<file path="src/rtl/postbox_pkg.sv">
// Shared definitions for the POST port INPUT engine: slot state encoding,
// the preamble ACK value and the default break length.
package postbox_pkg;

    // Slot that the next host REQ pulse will sample.
    typedef enum logic [2:0] {
        ST_PRE1,
        ST_PRE2,
        ST_X,
        ST_Y,
        ST_DATA
    } slot_e;

    // ACK value presented in both preamble slots.
    localparam logic ACK_PREAMBLE = 1'b0;

    // 25 us of REQ low at a 16 MHz refclk.
    localparam int DEFAULT_BREAK_CYCLES = 400;

endpackage

</file>
<file path="src/rtl/postbox_txfifo.sv">
// Transmit word store for the POST port INPUT engine.
// Build option: define POSTBOX_TXFIFO_EN for a DEPTH-entry FIFO; otherwise a
// single holding register is used and DEPTH only sets the default level width.
// A write while full is dropped, even when a read happens in the same cycle.
module postbox_txfifo #(
    parameter int DATA_W = 8,
    parameter int DEPTH  = 4,
    parameter int LVL_W  = $clog2(DEPTH) + 1
) (
    input  logic              clk,
    input  logic              rst_n,
    input  logic              i_wr,
    input  logic [DATA_W-1:0] i_wr_data,
    input  logic              i_rd,
    output logic [DATA_W-1:0] o_rd_data,
    output logic              o_full,
    output logic              o_empty,
    output logic [LVL_W-1:0]  o_level
);

`ifdef POSTBOX_TXFIFO_EN
    localparam int AW = $clog2(DEPTH);

    logic [DATA_W-1:0] r_mem [DEPTH];
    logic [AW-1:0]     r_wr_ptr;
    logic [AW-1:0]     r_rd_ptr;
    logic [LVL_W-1:0]  r_level;
    logic              r_full;
    logic [LVL_W-1:0]  w_level_nxt;
    logic              w_wr_acc;
    logic              w_rd_acc;

    assign w_wr_acc = i_wr & ~r_full;
    assign w_rd_acc = i_rd & (r_level != '0);

    // Next occupancy from the accepted write/read pair.
    // NOTE: combinational blocks assign a default first so no path leaves a value held (no latch).
    always_comb begin
        w_level_nxt = r_level;
        if (w_wr_acc && !w_rd_acc) begin
            w_level_nxt = r_level + LVL_W'(1);
        end else if (!w_wr_acc && w_rd_acc) begin
            w_level_nxt = r_level - LVL_W'(1);
        end
    end

    // Word storage.
    // NOTE: the array has no reset; the level/pointers define which entries are valid.
    always_ff @(posedge clk) begin
        if (w_wr_acc) begin
            r_mem[r_wr_ptr] <= i_wr_data;
        end
    end

    // Pointers wrap naturally because DEPTH is a power of two; full is registered.
    // NOTE: sequential state uses non-blocking assignments only.
    always_ff @(posedge clk or negedge rst_n) begin
        if (!rst_n) begin
            r_wr_ptr <= '0;
            r_rd_ptr <= '0;
            r_level  <= '0;
            r_full   <= 1'b0;
        end else begin
            if (w_wr_acc) begin
                r_wr_ptr <= r_wr_ptr + AW'(1);
            end
            if (w_rd_acc) begin
                r_rd_ptr <= r_rd_ptr + AW'(1);
            end
            r_level <= w_level_nxt;
            r_full  <= (w_level_nxt == LVL_W'(DEPTH));
        end
    end

    assign o_rd_data = r_mem[r_rd_ptr];
    assign o_full    = r_full;
    assign o_empty   = (r_level == '0);
    assign o_level   = r_level;
`else
    logic [DATA_W-1:0] r_hold;
    logic              r_valid;

    // Single holding register: a write lands only when it is free.
    always_ff @(posedge clk or negedge rst_n) begin
        if (!rst_n) begin
            r_hold  <= '0;
            r_valid <= 1'b0;
        end else begin
            if (i_wr && !r_valid) begin
                r_hold  <= i_wr_data;
                r_valid <= 1'b1;
            end else if (i_rd) begin
                r_valid <= 1'b0;
            end
        end
    end

    assign o_rd_data = r_hold;
    assign o_full    = r_valid;
    assign o_empty   = ~r_valid;
    assign o_level   = LVL_W'(r_valid);
`endif

endmodule

</file>
<file path="src/rtl/postbox_input_engine.sv">
// Pod-side POST port INPUT engine: synchronises host REQ, detects breaks and
// drives ACK with preamble, x (out_ready), y (word available) and MSB-first data.
// Build option: POSTBOX_TXFIFO_EN selects a FIFO_DEPTH-entry transmit FIFO
// instead of a single holding register.
module postbox_input_engine
    import postbox_pkg::*;
#(
    parameter int DATA_W       = 8,
    parameter int FIFO_DEPTH   = 4,
    parameter int BREAK_CYCLES = DEFAULT_BREAK_CYCLES,
    parameter int SYNC_STAGES  = 2
) (
    input  logic                          refclk,
    input  logic                          rst_n,
    input  logic                          testreq,
    output logic                          testack,
    input  logic                          out_ready,
    input  logic [DATA_W-1:0]             tx_data,
    input  logic                          tx_wr,
    output logic                          tx_full,
    output logic [$clog2(FIFO_DEPTH):0]   tx_level,
    output logic                          word_sent,
    output logic                          word_abort,
    output logic                          break_det
);

    localparam int LVL_W = $clog2(FIFO_DEPTH) + 1;
    localparam int CNT_W = (DATA_W > 1) ? $clog2(DATA_W) : 1;
    localparam int BRK_W = $clog2(BREAK_CYCLES);
    localparam logic [BRK_W-1:0] BRK_MAX  = BRK_W'(BREAK_CYCLES - 1);
    localparam logic [BRK_W-1:0] BRK_FIRE = BRK_W'(BREAK_CYCLES - 2);

    logic [SYNC_STAGES-1:0] r_sync;
    logic                   r_req_d;
    logic [BRK_W-1:0]       r_brk_cnt;
    slot_e                  r_state;
    logic                   r_ack;
    logic [DATA_W-1:0]      r_shift;
    logic [CNT_W-1:0]       r_bit_cnt;
    logic                   r_word_sent;
    logic                   r_word_abort;
    logic                   r_break_det;

    logic                   w_req;
    logic                   w_req_rise;
    logic                   w_req_edge;
    logic                   w_break;
    logic                   w_last_bit;
    logic                   w_y_load;
    logic                   w_pop;
    logic [DATA_W-1:0]      w_fifo_head;
    logic                   w_fifo_empty;

    assign w_req      = r_sync[SYNC_STAGES-1];
    assign w_req_rise = w_req & ~r_req_d;
    assign w_req_edge = w_req ^ r_req_d;

    // Break fires on the cycle the low-time counter reaches its saturation value.
    assign w_break    = ~w_req & ~w_req_edge & (r_brk_cnt == BRK_FIRE);

    assign w_last_bit = (r_bit_cnt == CNT_W'(DATA_W - 1));

    // A y slot is (re)loaded after X, after a y=0 pulse, and after the last data bit.
    // r_ack holds y while in ST_Y. A break can never coincide with a rise.
    assign w_y_load = w_req_rise &
                      ((r_state == ST_X) ||
                       ((r_state == ST_Y) && !r_ack) ||
                       ((r_state == ST_DATA) && w_last_bit));
    assign w_pop    = w_y_load & ~w_fifo_empty;

    postbox_txfifo #(
        .DATA_W (DATA_W),
        .DEPTH  (FIFO_DEPTH),
        .LVL_W  (LVL_W)
    ) u_txfifo (
        .clk       (refclk),
        .rst_n     (rst_n),
        .i_wr      (tx_wr),
        .i_wr_data (tx_data),
        .i_rd      (w_pop),
        .o_rd_data (w_fifo_head),
        .o_full    (tx_full),
        .o_empty   (w_fifo_empty),
        .o_level   (tx_level)
    );

    // REQ synchroniser plus one delayed copy for edge detection.
    always_ff @(posedge refclk or negedge rst_n) begin
        if (!rst_n) begin
            r_sync  <= '0;
            r_req_d <= 1'b0;
        end else begin
            r_sync  <= {r_sync[SYNC_STAGES-2:0], testreq};
            r_req_d <= w_req;
        end
    end

    // Low-time counter: cleared by any REQ edge, saturates so a break fires once.
    always_ff @(posedge refclk or negedge rst_n) begin
        if (!rst_n) begin
            r_brk_cnt <= '0;
        end else if (w_req_edge) begin
            r_brk_cnt <= '0;
        end else if (!w_req && (r_brk_cnt != BRK_MAX)) begin
            r_brk_cnt <= r_brk_cnt + BRK_W'(1);
        end
    end

    // Slot FSM: r_ack always holds the bit the next REQ rise will sample.
    always_ff @(posedge refclk or negedge rst_n) begin
        if (!rst_n) begin
            r_state      <= ST_PRE1;
            r_ack        <= ACK_PREAMBLE;
            r_shift      <= '0;
            r_bit_cnt    <= '0;
            r_word_sent  <= 1'b0;
            r_word_abort <= 1'b0;
            r_break_det  <= 1'b0;
        end else begin
            r_word_sent  <= 1'b0;
            r_word_abort <= 1'b0;
            r_break_det  <= 1'b0;
            if (w_break) begin
                // Any word already popped is dropped; the FIFO itself is not touched.
                r_state      <= ST_PRE1;
                r_ack        <= ACK_PREAMBLE;
                r_shift      <= '0;
                r_bit_cnt    <= '0;
                r_break_det  <= 1'b1;
                r_word_abort <= (r_state == ST_DATA);
            end else if (w_y_load) begin
                r_state     <= ST_Y;
                r_ack       <= ~w_fifo_empty;
                r_word_sent <= (r_state == ST_DATA);
                if (!w_fifo_empty) begin
                    r_shift <= w_fifo_head;
                end
            end else if (w_req_rise) begin
                case (r_state)
                    ST_PRE1: begin
                        r_state <= ST_PRE2;
                        r_ack   <= ACK_PREAMBLE;
                    end
                    ST_PRE2: begin
                        r_state <= ST_X;
                        r_ack   <= out_ready;
                    end
                    ST_Y: begin
                        // y=1 was just sampled: present the MSB of the loaded word.
                        r_state   <= ST_DATA;
                        r_ack     <= r_shift[DATA_W-1];
                        r_shift   <= {r_shift[DATA_W-2:0], 1'b0};
                        r_bit_cnt <= '0;
                    end
                    ST_DATA: begin
                        r_ack     <= r_shift[DATA_W-1];
                        r_shift   <= {r_shift[DATA_W-2:0], 1'b0};
                        r_bit_cnt <= r_bit_cnt + CNT_W'(1);
                    end
                    default: begin
                        r_state <= ST_PRE1;
                        r_ack   <= ACK_PREAMBLE;
                    end
                endcase
            end
        end
    end

    assign testack    = r_ack;
    assign word_sent  = r_word_sent;
    assign word_abort = r_word_abort;
    assign break_det  = r_break_det;

endmodule

</file>
<file path="config.mk">
export PLATFORM = sky130hd
export DESIGN_NAME = postbox_input_engine
export DESIGN_NICKNAME = d
export VERILOG_FILES = /design/src/rtl/postbox_pkg.sv /design/src/rtl/postbox_txfifo.sv /design/src/rtl/postbox_input_engine.sv
export SDC_FILE = /design/constraint.sdc
export NUM_CORES = 1
export LEC_CHECK = 0
export ABC_AREA = 1
export BUFFER_PORTS_ARGS = -buffer_cell sky130_fd_sc_hd__buf_2
export CORE_UTILIZATION = 35
export DETAILED_ROUTE_END_ITERATION = 16
export PLACE_DENSITY = 0.58
export SLEW_MARGIN = 25
export SYNTH_ARGS = -nofsm -noshare
export SYNTH_HDL_FRONTEND = slang
export SYNTH_SLANG_ARGS = --single-unit
</file>
<file path="constraint.sdc">
create_clock -name refclk -period 1.9 [get_ports refclk]
set_input_delay 0 -clock refclk [delete_from_list [all_inputs] [get_ports refclk]]
set_output_delay 0 -clock refclk [all_outputs]
set_load 0.01 [all_outputs]
</file>
Word level (Yosys, flattened, before mapping)

Index checks and enable logic that the tools add are counted.

Multiplexer cells: 25
Divide/modulo/power cells: 0
Eq/ne operators: 10
$lt $le $gt $ge: 0
$mul: 0
Reductions and logical operators: 20
Add/subtract/negate cells: 2
Bitwise operators: 9
Shift-type cells: 0

Operator list:

| kind                                                  | count |
|---|---|
| two-way mux 8 bit                                     | 5 |
| two-way mux 3 bit                                     | 6 |
| two-way mux 9 bit                                     | 2 |
| case mux 3 bit (4 select lines)                       | 1 |
| adder 9 x 1 -> 9 bit, second input constant           | 1 |
| == test 9 bit, second input constant                  | 1 |
| two-way mux 1 bit                                     | 9 |
| inequality test 9 bit, second input constant          | 1 |
| nonzero test 3 bit                                    | 3 |
| == test 3 x 2 -> 1 bit, second input constant         | 2 |
| == test 3 bit, second input constant                  | 2 |
| case mux 3 bit (2 select lines)                       | 1 |
| AND reduction 3 bit                                   | 2 |
| nonzero test 2 bit                                    | 3 |
| AND 1 bit                                             | 5 |
| logical AND 1 bit                                     | 4 |
| adder 3 x 1 -> 3 bit, second input constant           | 1 |
| == test 3 x 1 -> 1 bit, second input constant         | 1 |
| zero test 1 bit                                       | 3 |
| zero test 3 bit                                       | 1 |
| inequality test 3 x 2 -> 1 bit, second input constant | 1 |
| inequality test 3 bit, second input constant          | 1 |
| inverter 1 bit                                        | 3 |
| logical OR 1 bit                                      | 2 |
| 5 further kinds                                       | 5 |

Latch bits: 0
RAM bits: 0
Word-level logic and storage cells: 78
Bits in read-only memories: 0
Bits in registers: 39
Output and inout port bits: 8
Memories kept: 0

Longest topological paths before layout

Depth after elaboration: 8
Mapped depth: 10
Depth with buffers taken out: 10

Hierarchy

From an unflattened synthesis, not the netlist that was laid out.

Cells, all modules: 265
Area total of the unflattened synthesis: 2160.8 um^2

By module, submodules not included:

| module               | area each (um^2) | cells each | sequential area each (um^2) | instances |
|---|---|---|---|---|
| postbox_input_engine | 1762.9           | 223        | 750.7                       | 1 |
| postbox_txfifo       | 397.9            | 42         | 225.2                       | 1 |

Least setup slack after synthesis

No wires, ideal clock.

Path type: register to register
From: reg r_bit_cnt[0]
To: reg r_state[2]
Buffers on the path: 1
Arrival: 1.315 ns
Cell stages (with the launch flop): 10
Period minus slack after synthesis: 1.438 ns
Setup time: 0.123 ns
Path slack: 0.462 ns
Cell sequence: dfrtp_1 > ha_1 > ha_1 > nand3_2 > nand2_2 > nand2_2 > buf_6 > nand3_4 > nand3_1 > o21ai_1

Word-level cells in the longest chain between the ends: 6
Elaborated cells between the ends (all ways): 9
Those cells by class: eq/ne (2); mux (2); bitwise (1); reduce/logical (4)

Ends and longest elaborated chain:

| element                                                                   | line                        | source |
|---|---|---|
| start, declared                                                           | postbox_input_engine.sv:39  | `logic [CNT_W-1:0] r_bit_cnt;` |
| start signal, assigned                                                    | postbox_input_engine.sv:158 | `r_bit_cnt <= r_bit_cnt + CNT_W'(1);` |
| == test 3 bit (*)                                                         | postbox_input_engine.sv:61  | `assign w_last_bit = (r_bit_cnt == CNT_W'(DATA_W - 1));` |
| logical AND 1 bit (*)                                                     | postbox_input_engine.sv:68  | `((r_state == ST_DATA) && w_last_bit));` |
| logical OR 1 bit (*)                                                      | postbox_input_engine.sv:67  | `((r_state == ST_Y) && !r_ack) \|\|` |
| AND 1 bit (*)                                                             | postbox_input_engine.sv:65  | `assign w_y_load = w_req_rise &` |
| inequality test 3 bit (no line), or another cell as far along             | --                          |  |
| AND reduction 2 bit (no line) / two-way mux 3 bit (equally long branches) | --                          |  |
| end signal, assigned                                                      | postbox_input_engine.sv:112 | `r_state <= ST_PRE1;` |
| end signal, assigned                                                      | postbox_input_engine.sv:125 | `r_state <= ST_PRE1;` |
| end signal, assigned                                                      | postbox_input_engine.sv:132 | `r_state <= ST_Y;` |
| end, declared                                                             | postbox_input_engine.sv:36  | `slot_e r_state;` |

Every way passes the cells marked *; elsewhere a longest branch is shown, timed or not.
A chain may end at the register's enable or synchronous reset.

Worst setup path after layout

From: reg r_brk_cnt[1]
To: reg r_brk_cnt[2]

Word-level cells in the longest chain between the ends: 3
Elaborated cells between the ends (all ways): 6
Those cells by class: add/sub (1); eq/ne (1); mux (2); reduce/logical (2)

Ends and longest elaborated chain:

| element                                                              | line                                                     | source |
|---|---|---|
| start, declared                                                      | postbox_input_engine.sv:35                               | `logic [BRK_W-1:0] r_brk_cnt;` |
| start signal, assigned                                               | postbox_input_engine.sv:105                              | `r_brk_cnt <= r_brk_cnt + BRK_W'(1);` |
| adder 9 x 1 -> 9 bit / inequality test 9 bit (equally long branches) | postbox_input_engine.sv:105, postbox_input_engine.sv:104 |  |
| two-way mux 9 bit / logical AND 1 bit (equally long branches)        | postbox_input_engine.sv:104                              | `end else if (!w_req && (r_brk_cnt != BRK_MAX)) begin` |
| two-way mux 9 bit / nonzero test 2 bit (equally long branches)       | --                                                       |  |

Several ways; a longest one is shown, not always the timed one. The select of a mux whose other input is x is not followed.

==> flow_metrics.py <==
metrics = {
    "run_status": {
        "status": "complete, no violations",
    },
    "clocking": {
        "cts_setup_buffers": 0,
        "cts.reportedPaths.clkPinSlew_ns": 0.08,
        "cts_tree": "yes",
        "htree_num_levels": 2,
        "clockRootBuffer": "clkbuf_8",
        "cts_resized": 0,
        "ctsHoldBuffers": 10,
        "clockBufferDepth": 2,
        "clkLatencyLatePin_ns": 0.29,
        "cts_buffers": 5,
        "cts.sinks": 39,
    },
    "synth": {
        "netlist_area_mm2": 0.00202,
        "synthMuxAreaShare_pct": 4.46,
        "synth_xor_area_share_pct": 0.433,
        "synth_top_family_by_area": "simple AND/OR/NAND/NOR gates",
        "synth-simple-area-share_pct": 30.9,
        "synth_common_cells": "nand2_1, dfrtp_1, nand3_1",
        "synth.distinct_cells": 28,
        "synth_fa_ha_area_share_pct": 3.72,
        "synth_seq_cells": 39,
        "synth_area_leaders": "dfrtp_1, nand2_1, nand3_1",
        "yosys.area.top_type": "dfrtp_1",
        "synth_edf_count": 0,
        "synth-compound-area-share_pct": 5.26,
        "yosysTopAreaCellShare_pct": 48.3,
        "synth.most_common_cell": "nand2_1",
        "netlist_instances": 233,
        "avgSynthCellArea_um2": 8.67,
        "ys.flop_type": "dfrtp_1",
        "yosys_warnings": 0,
        "yosysSeqAreaShare_pct": 48.3,
        "async_reset_ff_share_pct": 100,
    },
    "cells_and_area": {
        "fin_nets": 285,
        "num-fill-cells": 545,
        "drive_gt1_share_pct": 21.0,
        "n_antenna_cell": 0,
        "syn_to_final_growth_pct": 18.0,
    },
    "grt": {
        "grt_use_met1_pct": 18.9,
        "grt_pass1_wl_um": 6880,
        "track_usage_pct": 14.4,
        "busiest_layer": "met2",
        "grtUsageMet2_pct": 23.0,
        "antenna_found_initial": 0,
        "grt_pass1_vias": 1543,
        "grt-ovfl-total": 0,
        "use_met3_pct": 3.65,
        "grt_start_max_net_pins": 26,
    },
    "worst_setup_path": {
        "critical_path.max_fanout": 10,
        "critical_path.slowest_cell": "dfrtp_1",
        "crit_path_frequent_cell": "nand2_1",
        "crit_required_ns": 2.08,
        "crit_chain": "ha_1, inv_1, nor2_4, nand2_1, nand2_2, nand2_1, inv_1, nand2_1, o31ai_1",
        "worstSetupStartpointType": "register",
        "critical_path_buf_inv_count": 2,
        "slowest_delay_ns": 0.42,
        "critPathKind": "register to register",
        "cp_data_arrival_time_ns": 1.82,
        "cp_top_family": "simple AND/OR/NAND/NOR gates",
        "setup.worst_path.end_class": "register",
    },
    "placement": {
        "place_hpwl_um": 2670,
        "post-place-ws_ns": 0.261,
        "routabilityCongestion": 0.784,
        "port_buffers": 18,
    },
    "timing": {
        "drv_slew": 0,
        "fmax_ghz": 0.611,
        "finalClockSkew_ns": 0.0140,
        "holdWs_ns": 0.0713,
        "setup_ws_ns": 0.264,
        "period_share_pct": 86.1,
        "finalHoldViolations": 0,
        "rsz0062_at_grt": "false",
        "fin_tns_setup_ns": 0,
        "finalSetupViolations": 0,
        "fin_crit_ns": 1.64,
    },
    "drt": {
        "detail_route.wl_per_cell_um": 11.2,
        "drt_wl_total_um": 3780,
        "drc": 0,
        "vias": 1584,
        "route.antenna.remaining_nets": 0,
        "viasPerCell": 4.67,
        "firstDrtPassIters": 4,
        "initialDrtViolationCount": 113,
    },
    "floorplanning": {
        "rows": 27,
        "dieWidth_um": 78.0,
        "start_util_pct": 36.5,
        "coreArea_mm2": 0.00554,
        "ios": 21,
        "die_height_um": 78.0,
        "dieArea_mm2": 0.00608,
    },
    "power_and_ir_drop": {
        "peakVddDrop_uv": 533,
        "power_density_mw_per_mm2": 1060,
        "power.leakage_nw": 1.22,
    },
    "worst_hold_path": {
        "hold_class": "input pin to register",
    },
    "run": {
        "drv_cap": 0,
    },
}
-- worst paths after layout --
check	from	to	slack, ns	depth (start not counted)
min reg2reg	r_sync[0]$_DFF_PN0_	r_sync[1]$_DFF_PN0_	0.35	0
max	r_brk_cnt[1]$_DFFE_PN0P_	r_brk_cnt[2]$_DFFE_PN0P_	0.26	9
min in group asynchronous	rst_n	r_state[0]$_DFFE_PN0P_	0.13	2
max reg2reg	r_brk_cnt[1]$_DFFE_PN0P_	r_brk_cnt[2]$_DFFE_PN0P_	0.26	9
max in group asynchronous	rst_n	r_brk_cnt[2]$_DFFE_PN0P_	1.12	3
min	out_ready	testack$_DFFE_PN0P_	0.07	5
-- cell type report --
class / instances / area (um2) / share of cell area [%]
timing repair buffer: 32 / 220 / 9.24
multi-input combinational: 167 / 912 / 38.3
tap: 72 / 90.1 / 3.78
sequential: 39 / 976 / 40.9
clock inverter: 1 / 7.51 / 0.315
inverter: 21 / 81.3 / 3.41
clock buffer: 7 / 96.3 / 4.04
-- power by group --
| part | switching, mW | internal [mW] | total (mW) |
|---|---|---|---|
| clock network | 0.292 | 0.330 | 0.623 |
| registers | 0.143 | 1.04 | 1.18 |
| logic | 0.413 | 0.317 | 0.730 |
-- cell families after synthesis --
| logic type | Yosys count |
|---|---|
| DFF | 39 |
| adders and majority gates | 6 |
| xor gates and xnor gates | 1 |
| muxes | 8 |
| AOI/OAI and AO/OA | 18 |
| other | 1 |
| buffers and inverters | 28 |
| and+or+nand+nor | 132 |
-- cells in the final DEF, fill, tap and decap left out, drive strengths merged --
cell type | netlist | layout
buf | 7 | 22
nand3 | 32 | 32
dlygate4sd3 | 0 | 10
nor3b | 1 | 1
a21oi | 2 | 2
nand4 | 4 | 4
clkbuf | 0 | 7
nor2 | 16 | 16
xnor2 | 1 | 1
inv | 21 | 21
conb | 1 | 2
o21ai | 14 | 14
ha | 6 | 6
clkinvlp | 0 | 1
o31ai | 2 | 2
nand2 | 75 | 75
nor3 | 4 | 4
dfrtp | 39 | 39
mux2 | 8 | 8
-- state kept, by name (all words and copies together), names as in the netlist, 2 cells and up --
name                cells
r_state                 3
r_sync                  2
r_bit_cnt               3
r_brk_cnt               9
u_txfifo.o_rd_data      8
r_shift                 8
-- per-layer routing --
layer / wire (um) / vias to the layer above
li1: - / 816
met1: 1920 / 737
met2: 1700 / 27
met3: 116 / 4
met4: 51 / 0
met5: 0 / -
-- worst register-to-register path: stages (launching register included) --
cell and delay [ns]:
dfrtp_1 0.42, ha_1 0.21, inv_1 0.07, nor2_4 0.17
nand2_1 0.09, nand2_2 0.17, nand2_1 0.17, inv_1 0.11
nand2_1 0.05, o31ai_1 0.07
-- metrics by stage --
step	util, %	cell area [um2]	total power, mW	std cells
2_1_floorplan	-	2020	1.74	234
3_3_place_gp	39.3	2180	1.91	321
3_5_place_dp	39.3	2180	1.92	321
4_1_cts	43.0	2380	2.56	339
5_1_grt	43.0	2380	2.73	339
6_report	43.0	2380	2.53	339
Power figures use the tool's default switching activity.
